**config.mk**
```make
export PLATFORM = sky130hd
export DESIGN_NAME = fetch_stage
export DESIGN_NICKNAME = d
export VERILOG_FILES = /design/src/rtl/fetch_stage.sv
export SDC_FILE = /design/constraint.sdc
export NUM_CORES = 1
export LEC_CHECK = 0
export CORE_MARGIN = 2
export CORE_UTILIZATION = 30
export CTS_CLUSTER_DIAMETER = 30
export DETAILED_ROUTE_END_ITERATION = 6
export HOLD_SLACK_MARGIN = 0.1
export PLACE_DENSITY_LB_ADDON = 0.1
export SLEW_MARGIN = 20
export SYNTH_ARGS = -nofsm -noshare
export SYNTH_HDL_FRONTEND = slang
export SYNTH_SLANG_ARGS = --single-unit
export TNS_END_PERCENT = 100
```
**constraint.sdc**
```tcl
create_clock -name clk -period 2.28 [get_ports clk]
set_input_delay 0.342 -clock clk [delete_from_list [all_inputs] [get_ports clk]]
set_output_delay 0.342 -clock clk [all_outputs]
set_load 0.02 [all_outputs]
```
**src/rtl/fetch_stage.sv**
```systemverilog
// Instruction-fetch stage and IF/ID pipeline register for a 5-stage RV32I pipeline.
// This block holds the PC and picks the next PC from PCSrcE. It captures the fetched
// instruction for decode, flags misaligned redirect targets (a sticky error) and
// keeps a saturating count of taken redirects.
module fetch_stage #(
    parameter logic [31:0] RESET_PC  = 32'h0000_0000,
    parameter int          CNT_W     = 16,
    parameter logic [31:0] NOP_INSTR = 32'h0000_0013
) (
    input  logic             clk,
    input  logic             rst,
    input  logic [1:0]       PCSrcE,
    input  logic [31:0]      PCTargetE,
    input  logic [31:0]      ALUResultE,
    input  logic             StallF,
    input  logic             StallD,
    input  logic             FlushD,
    input  logic [31:0]      InstrF,
    output logic [31:0]      PCF,
    output logic [31:0]      InstrD,
    output logic [31:0]      PCD,
    output logic [31:0]      PCPlus4D,
    output logic             validD,
    output logic             misalign_err,
    output logic [CNT_W-1:0] redirect_cnt
);

    localparam logic [CNT_W-1:0] CNT_ONE = {{(CNT_W-1){1'b0}}, 1'b1};
    localparam logic [CNT_W-1:0] CNT_MAX = {CNT_W{1'b1}};

    logic [31:0]      pc_q, pc_d;
    logic [31:0]      instr_q, instr_d;
    logic [31:0]      pcd_q, pcd_d;
    logic [31:0]      pc4d_q, pc4d_d;
    logic             valid_q, valid_d;
    logic             err_q, err_d;
    logic [CNT_W-1:0] cnt_q, cnt_d;

    logic [31:0]      pc_plus4;
    logic             redirect;
    logic [31:0]      target;

    assign pc_plus4 = pc_q + 32'd4;

    // Decode the next-PC select: 01 = branch/JAL target, 10 = JALR target (bit0 cleared).
    // 11 is reserved and behaves as sequential.
    always_comb begin
        redirect = 1'b0;
        target   = PCTargetE;
        case (PCSrcE)
            2'b01: begin
                redirect = 1'b1;
                target   = PCTargetE;
            end
            2'b10: begin
                redirect = 1'b1;
                target   = ALUResultE & 32'hFFFF_FFFE;
            end
            default: begin
                redirect = 1'b0;
                target   = PCTargetE;
            end
        endcase
    end

    // Next PC, sticky misalignment flag and the saturating redirect counter.
    // A redirect overrides StallF; the target is always forced word-aligned.
    always_comb begin
        pc_d  = pc_q;
        err_d = err_q;
        cnt_d = cnt_q;
        if (redirect) begin
            pc_d = {target[31:2], 2'b00};
            if (target[1:0] != 2'b00) begin
                err_d = 1'b1;
            end
            if (cnt_q != CNT_MAX) begin
                cnt_d = cnt_q + CNT_ONE;
            end
        end else if (!StallF) begin
            pc_d = pc_plus4;
        end
    end

    // IF/ID register next state: a flush beats a stall, and a stall beats a capture.
    always_comb begin
        instr_d = instr_q;
        pcd_d   = pcd_q;
        pc4d_d  = pc4d_q;
        valid_d = valid_q;
        if (FlushD) begin
            instr_d = NOP_INSTR;
            pcd_d   = 32'h0;
            pc4d_d  = 32'h0;
            valid_d = 1'b0;
        end else if (!StallD) begin
            instr_d = InstrF;
            pcd_d   = pc_q;
            pc4d_d  = pc_plus4;
            valid_d = 1'b1;
        end
    end

    // State registers; reset has priority over every stall, flush and redirect.
    always_ff @(posedge clk) begin
        if (rst) begin
            pc_q    <= RESET_PC;
            instr_q <= NOP_INSTR;
            pcd_q   <= 32'h0;
            pc4d_q  <= 32'h0;
            valid_q <= 1'b0;
            err_q   <= 1'b0;
            cnt_q   <= '0;
        end else begin
            pc_q    <= pc_d;
            instr_q <= instr_d;
            pcd_q   <= pcd_d;
            pc4d_q  <= pc4d_d;
            valid_q <= valid_d;
            err_q   <= err_d;
            cnt_q   <= cnt_d;
        end
    end

    assign PCF          = pc_q;
    assign InstrD       = instr_q;
    assign PCD          = pcd_q;
    assign PCPlus4D     = pc4d_q;
    assign validD       = valid_q;
    assign misalign_err = err_q;
    assign redirect_cnt = cnt_q;

endmodule

```
==> flow_metrics.tcl, run 1 <==
set metrics [dict create \
    pwr-share-comb 0.182 \
    hp-class "primary input to flop" \
    rows 53 \
    place_congestion 0.768 \
    ys_seq_area_frac 0.431 \
    relSlewSlack 0.660 \
    grt_max_degree 48 \
    synth_top_family_by_area "simple AND/OR/NAND/NOR gates" \
    syn2layout_area_growth_pct 54.3 \
    max_cap_violations 0 \
    num-fill-cells 2128 \
    synth_warnings 0 \
    arrival_ps 2380 \
    period_needed_ps 2060 \
    cts_resized 0 \
    yosys.cell_count.top_type "dfxtp_1" \
    synthXorXnorAreaFrac 0.0956 \
    clk_latency_ps 420 \
    cts_max_level 4 \
    synth_compound_area_frac 0.114 \
    postSynthRegisterBits 140 \
    switching_share 0.270 \
    required_ps 2610 \
    chipWidth_um 151 \
    async_flop_share 0 \
    finalSetupViolations 0 \
    seq_power_share 0.393 \
    dp_cells 1231 \
    max_clock_freq_mhz 487 \
    wirelength_um 20500 \
    cts_tree "yes" \
    status "complete, no violations" \
    rsz0062_at_grt "false" \
    grt_pass1_wl_um 31700 \
    num_antenna_cells 0 \
    design_area_um2 10000 \
    yosysUniqueCellTypes 46 \
    r2r_slack_ps 220 \
    holdWs_ps 288 \
    clkTransAtPathRegs_ps 60 \
    setup_tns_ps 0 \
    drtIter0Drc 211 \
    ir_drop_mv 0.434 \
    drv_slew 0 \
    drive_gt1_frac 0.102 \
    syn_area_um2 6500 \
    start_util 0.308 \
    dr.pass1.iters 4 \
    clock_sinks 140 \
    fin_cells 1263 \
    fin_crit_sh 0.901 \
    cellLeakagePower_nw 3.68 \
    worstMarginPinSlew_ps 509 \
    yosysTopAreaCell "dfxtp_1" \
    core_um2 21200 \
    pwr-share-clk 0.426 \
    pin_count 249 \
    hold_viol 0 \
    synth_edf_count 0 \
    drc 0 \
    routedWlPerCell_um 16.2 \
    hold_buffers 0 \
    synthMuxAreaShare 0.106 \
    avgSynthCellArea_um2 9.01 \
    synth_fa_ha_area_frac 0.00577 \
    post_dp_cell_area_um2 9430 \
    grt-ovfl-total 0 \
    dp_hpwl_um 14800 \
    crit_buf_inv 0 \
    crit_slowest_cell "or4_4" \
    power.switching_mw 1.84 \
    io_buffer_count 241 \
    cts_setup_buffers 0 \
    cts_buffers 17 \
    netlist_top_cells_count "dfxtp_1, nor2_1, mux2i_1" \
    synth-main-ff-cell "dfxtp_1" \
    clockBufferDepth 2 \
    critPathTopFamily "simple AND/OR/NAND/NOR gates" \
    synth_top_area_frac 0.431 \
    max_stage_delay_ps 620 \
    p_per_area_nw_per_um2 677 \
    fin_skew_ps 10.4 \
    crit_chain "ha_1 > nand2_4 > or4_4 > nor4_1 > xnor2_1 > a211oi_1" \
    worstSetupPathType "flop to flop" \
    layout.nets 1081 \
    internal_power_mw 4.96 \
    die_area_um2 22900 \
    antenna_found_initial 0 \
    yosys.area_share.simple 0.194 \
    ys_top_cells_by_area "dfxtp_1, mux2i_1, a211oi_1" \
    worstSetupStartpointType "flop" \
    end_kind "flop" \
    grt_pass1_vias 5775 \
    grt_usage 0.180 \
    synthCells 722 \
    vias 5901 \
    root_buffer "clkbuf_16" \
    die_h_um 151 \
    routed_via_density 4.67 \
    ant_nets 0 \
    path_max_fanout 12 \
]
==> final cells by class <==
cell class	count	area (um^2)	area share
clock buffers	20	447	0.0445
clock inverters	12	163	0.0162
inverters	9	33.8	0.00337
multi-input cells	510	3380	0.337
flip-flops and latches	140	2800	0.279
well taps	275	344	0.0343
repair buffers	297	2860	0.285
==> worst paths after layout <==
kind	start	end	cells after the start
worst max-delay path	PCF[2]$_SDFFE_PP0P_	PCF[22]$_SDFFE_PP0P_	6
worst min-delay path	StallD	PCPlus4D[2]$_SDFFE_PP0N_	4
worst max register to register	PCF[2]$_SDFFE_PP0P_	PCF[22]$_SDFFE_PP0P_	6
worst min register to register	validD$_SDFFE_PP0N_	validD$_SDFFE_PP0N_	2
==> sequential cells by signal, indices dropped and copies added, names as in the netlist <==
register	flops
PCF	30
validD	1
redirect_cnt	16
PCD	30
InstrD	32
misalign_err	1
PCPlus4D	30
==> per-stage QoR <==
step                       util  total power [mW]  setup WS [ps]
after floorplan               -              3.34            110
after global placement    0.446              3.97            114
after detailed placement  0.446              3.97            101
after CTS                 0.474              6.90            227
after global routing      0.474              7.09            106
final                     0.474              6.79            225
==> worst register-to-register path: stages, from the launching register on <==
cell,delay [ps]
dfxtp_1,330
ha_1,230
nand2_4,70
or4_4,620
nor4_1,380
xnor2_1,100
a211oi_1,240
==> power groups by stage <==
stage | clock network (mW) | logic, mW | registers [mW]
after floorplan | 0 | 0.492 | 2.85
after global placement | 0 | 1.25 | 2.72
after detailed placement | 0 | 1.25 | 2.72
after CTS | 2.98 | 1.25 | 2.67
after global routing | 3.07 | 1.34 | 2.69
final | 2.89 | 1.23 | 2.67
==> cells by family (layout without fill, tap and decap cells) <==
group	after synthesis	count (layout)
AOI/OAI and AO/OA	115	115
and+or+nand+nor	246	246
buffers and inverters	77	338
muxes	69	69
xor gates and xnor gates	71	71
other	1	6
DFF	140	140
adders and majority gates	3	3
==> cell usage in the layout (no fill, tap or decap), types with 6 or more instances in the layout <==
master	n
clkbuf_16	17
nor3_1	19
nand2_1	20
inv_1	9
dfxtp_1	140
o21ai_0	23
nor2_1	104
nor4_1	6
nand4_1	17
mux2i_1	69
nor2b_1	31
a21oi_1	28
nand3_1	16
xor2_1	27
a211oi_1	58
conb_1	6
buf_4	54
clkdlybuf4s50_1	239
xnor2_1	44
==> layer usage <==
layer  routed length, um  global-route usage
met1                9410               0.230
met3                1420              0.0476
met5                   0                   0
met4                 246              0.0533
met2                9390               0.297
(Power assumes the default switching activity.)
==> inputs of run 2 (changes only) <==
--- a/config.mk
+++ b/config.mk
@@ -6,7 +6,7 @@
 export NUM_CORES = 1
 export LEC_CHECK = 0
 export CORE_MARGIN = 2
-export CORE_UTILIZATION = 30
+export CORE_UTILIZATION = 44
 export CTS_CLUSTER_DIAMETER = 30
 export DETAILED_ROUTE_END_ITERATION = 6
 export HOLD_SLACK_MARGIN = 0.1
==> flow_metrics.tcl, run 2 (synthesis results as in run 1) <==
set metrics [dict create \
    status "complete, no violations" \
    seq_power_share 0.421 \
    fin_crit_sh 0.919 \
    syn2layout_area_growth_pct 49.7 \
    die_area_um2 15800 \
    root_buffer "clkbuf_16" \
    clkTransAtPathRegs_ps 60 \
    max_clock_freq_mhz 477 \
    clockBufferDepth 2 \
    rows 44 \
    drv_slew 0 \
    end_kind "flop" \
    ir_drop_mv 0.441 \
    pre_cts_slack_ps 20.3 \
    grt-ovfl-total 0 \
    grt_max_degree 61 \
    num_antenna_cells 0 \
    cts_buffers 17 \
    chipWidth_um 126 \
    grt_pass1_vias 5988 \
    drc 0 \
    path_max_fanout 12 \
    clock_sinks 140 \
    cts_resized 0 \
    io_buffer_count 241 \
    hp-class "primary input to flop" \
    rsz0062_at_grt "false" \
    wirelength_um 18700 \
    cellLeakagePower_nw 3.56 \
    dr.pass1.iters 4 \
    worstMarginPinSlew_ps 509 \
    core_um2 14500 \
    worstSetupPathType "flop to flop" \
    arrival_ps 2430 \
    power.switching_mw 1.79 \
    cts_setup_buffers 0 \
    crit_slowest_cell "or4_4" \
    required_ps 2610 \
    max_cap_violations 0 \
    dp_hpwl_um 13500 \
    period_needed_ps 2090 \
    largest_reg_flops 32 \
    layout.nets 1065 \
    max_stage_delay_ps 640 \
    cts_tree "yes" \
    grt_usage 0.238 \
    relSlewSlack 0.658 \
    crit_buf_inv 0 \
    start_util 0.449 \
    postLayoutCoreUtil 0.672 \
    cts_max_level 4 \
    hold_viol 0 \
    switching_share 0.282 \
    pin_count 249 \
    drtIter0Drc 255 \
    routedWlPerCell_um 16.2 \
    setup_tns_ps 0 \
    ant_nets 0 \
    critPathTopFamily "simple AND/OR/NAND/NOR gates" \
    internal_power_mw 4.56 \
    vias 6046 \
    layout_common_cells "clkdlybuf4s50_1, dfxtp_1, nor2_1, mux2i_1, a211oi_1" \
    die_h_um 126 \
    final_common_cell "clkdlybuf4s50_1" \
    clk_latency_ps 420 \
    grt_pass1_wl_um 30300 \
    drive_gt1_frac 0.0885 \
    worstSetupStartpointType "flop" \
    pwr-share-comb 0.189 \
    routed_via_density 5.23 \
    layout_setup_ws_ps 186 \
    fin_skew_ps 5.96 \
    antenna_found_initial 0 \
    p_per_area_nw_per_um2 652 \
    finalSetupViolations 0 \
    hold_buffers 0 \
    pwr-share-clk 0.390 \
    place_congestion 0.857 \
    crit_chain "ha_1 > nand2_4 > or4_4 > nor4_2 > xnor2_1 > a211oi_1" \
]
[run 2: cell count changes in the layout (fill, tap and decap cells not counted), sizes merged]
cell,before,now
buf,58,42
bufinv,3,0
clkbuf,20,18
clkinvlp,2,7
[run 2: layer usage]
metal | vias up | track usage | part of all wire
li1 | 2978 | - | -
met1 | 2828 | 0.290 | 0.43
met2 | 211 | 0.401 | 0.49
met3 | 29 | 0.0668 | 0.062
met4 | 0 | 0.0869 | 0.019
met5 | - | 0 | 0
[run 2: area by class of cell]
class                   count  area (um^2)
flip-flops and latches    140         2800
fillers                  1169         4740
repair buffers            281         2760
well taps                 184          230
inverters                   9         33.8
multi-input cells         510         3390
clock inverters            14         98.8
clock buffers              18          429
[run 2: stage by stage]
| stage | instance area [um^2] | hold WS (ps) | total power [mW] | instances |
|---|---|---|---|---|
| after CTS | 9730 | 342 | 6.40 | 1156 |
| after detailed placement | 9200 | 438 | 3.92 | 1124 |
| after global routing | 9740 | 373 | 6.60 | 1156 |
| after floorplan | 6520 | 467 | 3.34 | 727 |
| after global placement | 9200 | 435 | 3.90 | 1124 |
| final | 9740 | 348 | 6.34 | 1156 |
[run 2: final timing paths]
path	from	to	slack, ps	cells after the start
min reg2reg	validD$_SDFFE_PP0N_	validD$_SDFFE_PP0N_	440	2
max	PCF[3]$_SDFFE_PP0P_	PCF[22]$_SDFFE_PP0P_	190	6
max reg2reg	PCF[3]$_SDFFE_PP0P_	PCF[22]$_SDFFE_PP0P_	190	6
min	rst	PCF[30]$_SDFFE_PP0P_	350	2
[run 2: worst reg2reg max path: cells and delay by family (launching register included)]
kind	cells	cell delay [ps]
AOI/OAI and AO/OA	1	230
xor gates and xnor gates	1	100
adders and majority gates	1	290
DFF	1	330
and+or+nand+nor	3	1060
[run 2: power groups by stage]
stage / Clock (mW) / Sequential, mW / Combinational [mW]
after floorplan: 0 / 2.85 / 0.492
after global placement: 0 / 2.71 / 1.18
after detailed placement: 0 / 2.72 / 1.20
after CTS: 2.52 / 2.67 / 1.21
after global routing: 2.63 / 2.68 / 1.29
final: 2.47 / 2.67 / 1.20
==> inputs of run 3 (changes only) <==
--- a/config.mk
+++ b/config.mk
@@ -5,8 +5,10 @@
 export SDC_FILE = /design/constraint.sdc
 export NUM_CORES = 1
 export LEC_CHECK = 0
+export CELL_PAD_IN_SITES_DETAIL_PLACEMENT = 1
+export CELL_PAD_IN_SITES_GLOBAL_PLACEMENT = 1
 export CORE_MARGIN = 2
-export CORE_UTILIZATION = 44
+export CORE_UTILIZATION = 32
 export CTS_CLUSTER_DIAMETER = 30
 export DETAILED_ROUTE_END_ITERATION = 6
 export HOLD_SLACK_MARGIN = 0.1
==> constraint.sdc (replaced) <==
create_clock -name clk -period 2.28 [get_ports clk]
set_input_delay 0.57 -clock clk [delete_from_list [all_inputs] [get_ports clk]]
set_output_delay 0.57 -clock clk [all_outputs]
set_load 0.02 [all_outputs]
==> flow_metrics.tcl, run 3 (synthesis results as in run 1) <==
set metrics [dict create \
    max_clock_freq_mhz 455 \
    drtIter0Drc 208 \
    hold_buffers 0 \
    setup_tns_ps 0 \
    worstMarginPinSlew_ps 526 \
    rsz0062_at_grt "false" \
    layout_setup_ws_ps 80.7 \
    core_um2 20100 \
    grt_usage 0.204 \
    final_common_cell "clkdlybuf4s50_1" \
    pin_count 249 \
    ir_drop_mv 0.498 \
    dr.pass1.iters 4 \
    largest_reg_flops 32 \
    postLayoutCoreUtil 0.499 \
    holdWs_ps 461 \
    antenna_found_initial 0 \
    grt_pass1_wl_um 35000 \
    design_area_um2 10000 \
    wirelength_um 21700 \
    cts_buffers 17 \
    drc 0 \
    required_ps 1710 \
    cts_max_level 4 \
    num_antenna_cells 0 \
    grt-ovfl-total 0 \
    worstSetupStartpointType "flop" \
    status "complete, no violations" \
    clk_latency_ps 420 \
    critPathTopFamily "buffers and inverters" \
    pre_cts_slack_ps -174 \
    layout.nets 1078 \
    clkTransAtPathRegs_ps 60 \
    post_dp_cell_area_um2 9420 \
    crit_buf_inv 2 \
    max_cap_violations 0 \
    crit_chain "buf_4 > clkdlybuf4s50_1" \
    syn2layout_area_growth_pct 54.4 \
    root_buffer "clkbuf_16" \
    hp-class "flop to flop" \
    hold_viol 0 \
    rows 52 \
    drv_slew 0 \
    fin_skew_ps 10.6 \
    grt_max_degree 55 \
    grt_pass1_vias 6402 \
    r2r_slack_ps 220 \
    io_buffer_count 241 \
    chipWidth_um 147 \
    cts_tree "yes" \
    arrival_ps 1630 \
    end_kind "output port" \
    dp_cells 1223 \
    start_util 0.324 \
    relSlewSlack 0.647 \
    clockBufferDepth 2 \
    routed_via_density 4.87 \
    cellLeakagePower_nw 3.69 \
    dp_hpwl_um 16300 \
    period_needed_ps 2200 \
    p_per_area_nw_per_um2 672 \
    ant_nets 0 \
    path_max_fanout 4 \
    layout_common_cells "clkdlybuf4s50_1, dfxtp_1, nor2_1, mux2i_1, a211oi_1" \
    vias 6118 \
    max_stage_delay_ps 610 \
    place_congestion 0.793 \
    worstSetupPathType "flop to output port" \
    fin_cells 1255 \
    clock_sinks 140 \
    die_area_um2 21500 \
    finalSetupViolations 0 \
    die_h_um 147 \
    routedWlPerCell_um 17.3 \
    drive_gt1_frac 0.103 \
    fin_crit_sh 0.965 \
    crit_slowest_cell "clkdlybuf4s50_1" \
    fin_total_pwr_mw 6.75 \
]
[run 3: changes by cell type in the layout (fill, tap and decap cells not counted), moves of 2 or more]
cell        change
inv_6           +2
bufinv_16       +2
clkinvlp_4      -4
buf_4          +12
inv_8           +2
clkinv_2        -2
[run 3: area by class of cell]
| type | count | area [um^2] |
|---|---|---|
| inverter | 9 | 33.8 |
| sequential | 140 | 2800 |
| multi-input combinational | 510 | 3400 |
| fill | 2259 | 10100 |
| clock buffer | 18 | 439 |
| tap | 270 | 338 |
| timing repair buffer | 294 | 2870 |
| clock inverter | 14 | 159 |
[run 3: worst reg2reg max path: cells and delay by family (launching register included)]
kind	cells	cell delay, ps
simple gates	3	1070
flops	1	350
compound gates	1	220
xor+xnor	1	110
fa+ha+maj	1	240
[run 3: worst paths after layout]
| kind | start | end | cells past startpoint |
|---|---|---|---|
| setup / recovery | PCF[7]$_SDFFE_PP0P_ | PCF[7] | 2 |
| hold / removal | validD$_SDFFE_PP0N_ | validD$_SDFFE_PP0N_ | 2 |
| setup reg to reg | PCF[2]$_SDFFE_PP0P_ | PCF[22]$_SDFFE_PP0P_ | 6 |
| hold reg to reg | validD$_SDFFE_PP0N_ | validD$_SDFFE_PP0N_ | 2 |
[run 3: what timing repair did]
item / CTS / global route
buffers inserted: 0 / 0
setup endpoints to repair: 0 / 5
gates resized for setup: 0 / 4
[run 3: where the power goes]
part,leakage [nW],switching [mW],internal [mW]
registers,1.14,0.0965,2.56
clock network,0.288,1.16,1.67
logic,2.26,0.626,0.634
[run 3: per-layer routing]
metal	share of wire	global-route usage
met4	0.0070	0.0451
met3	0.049	0.0522
met5	0	0
met1	0.44	0.248
met2	0.50	0.364
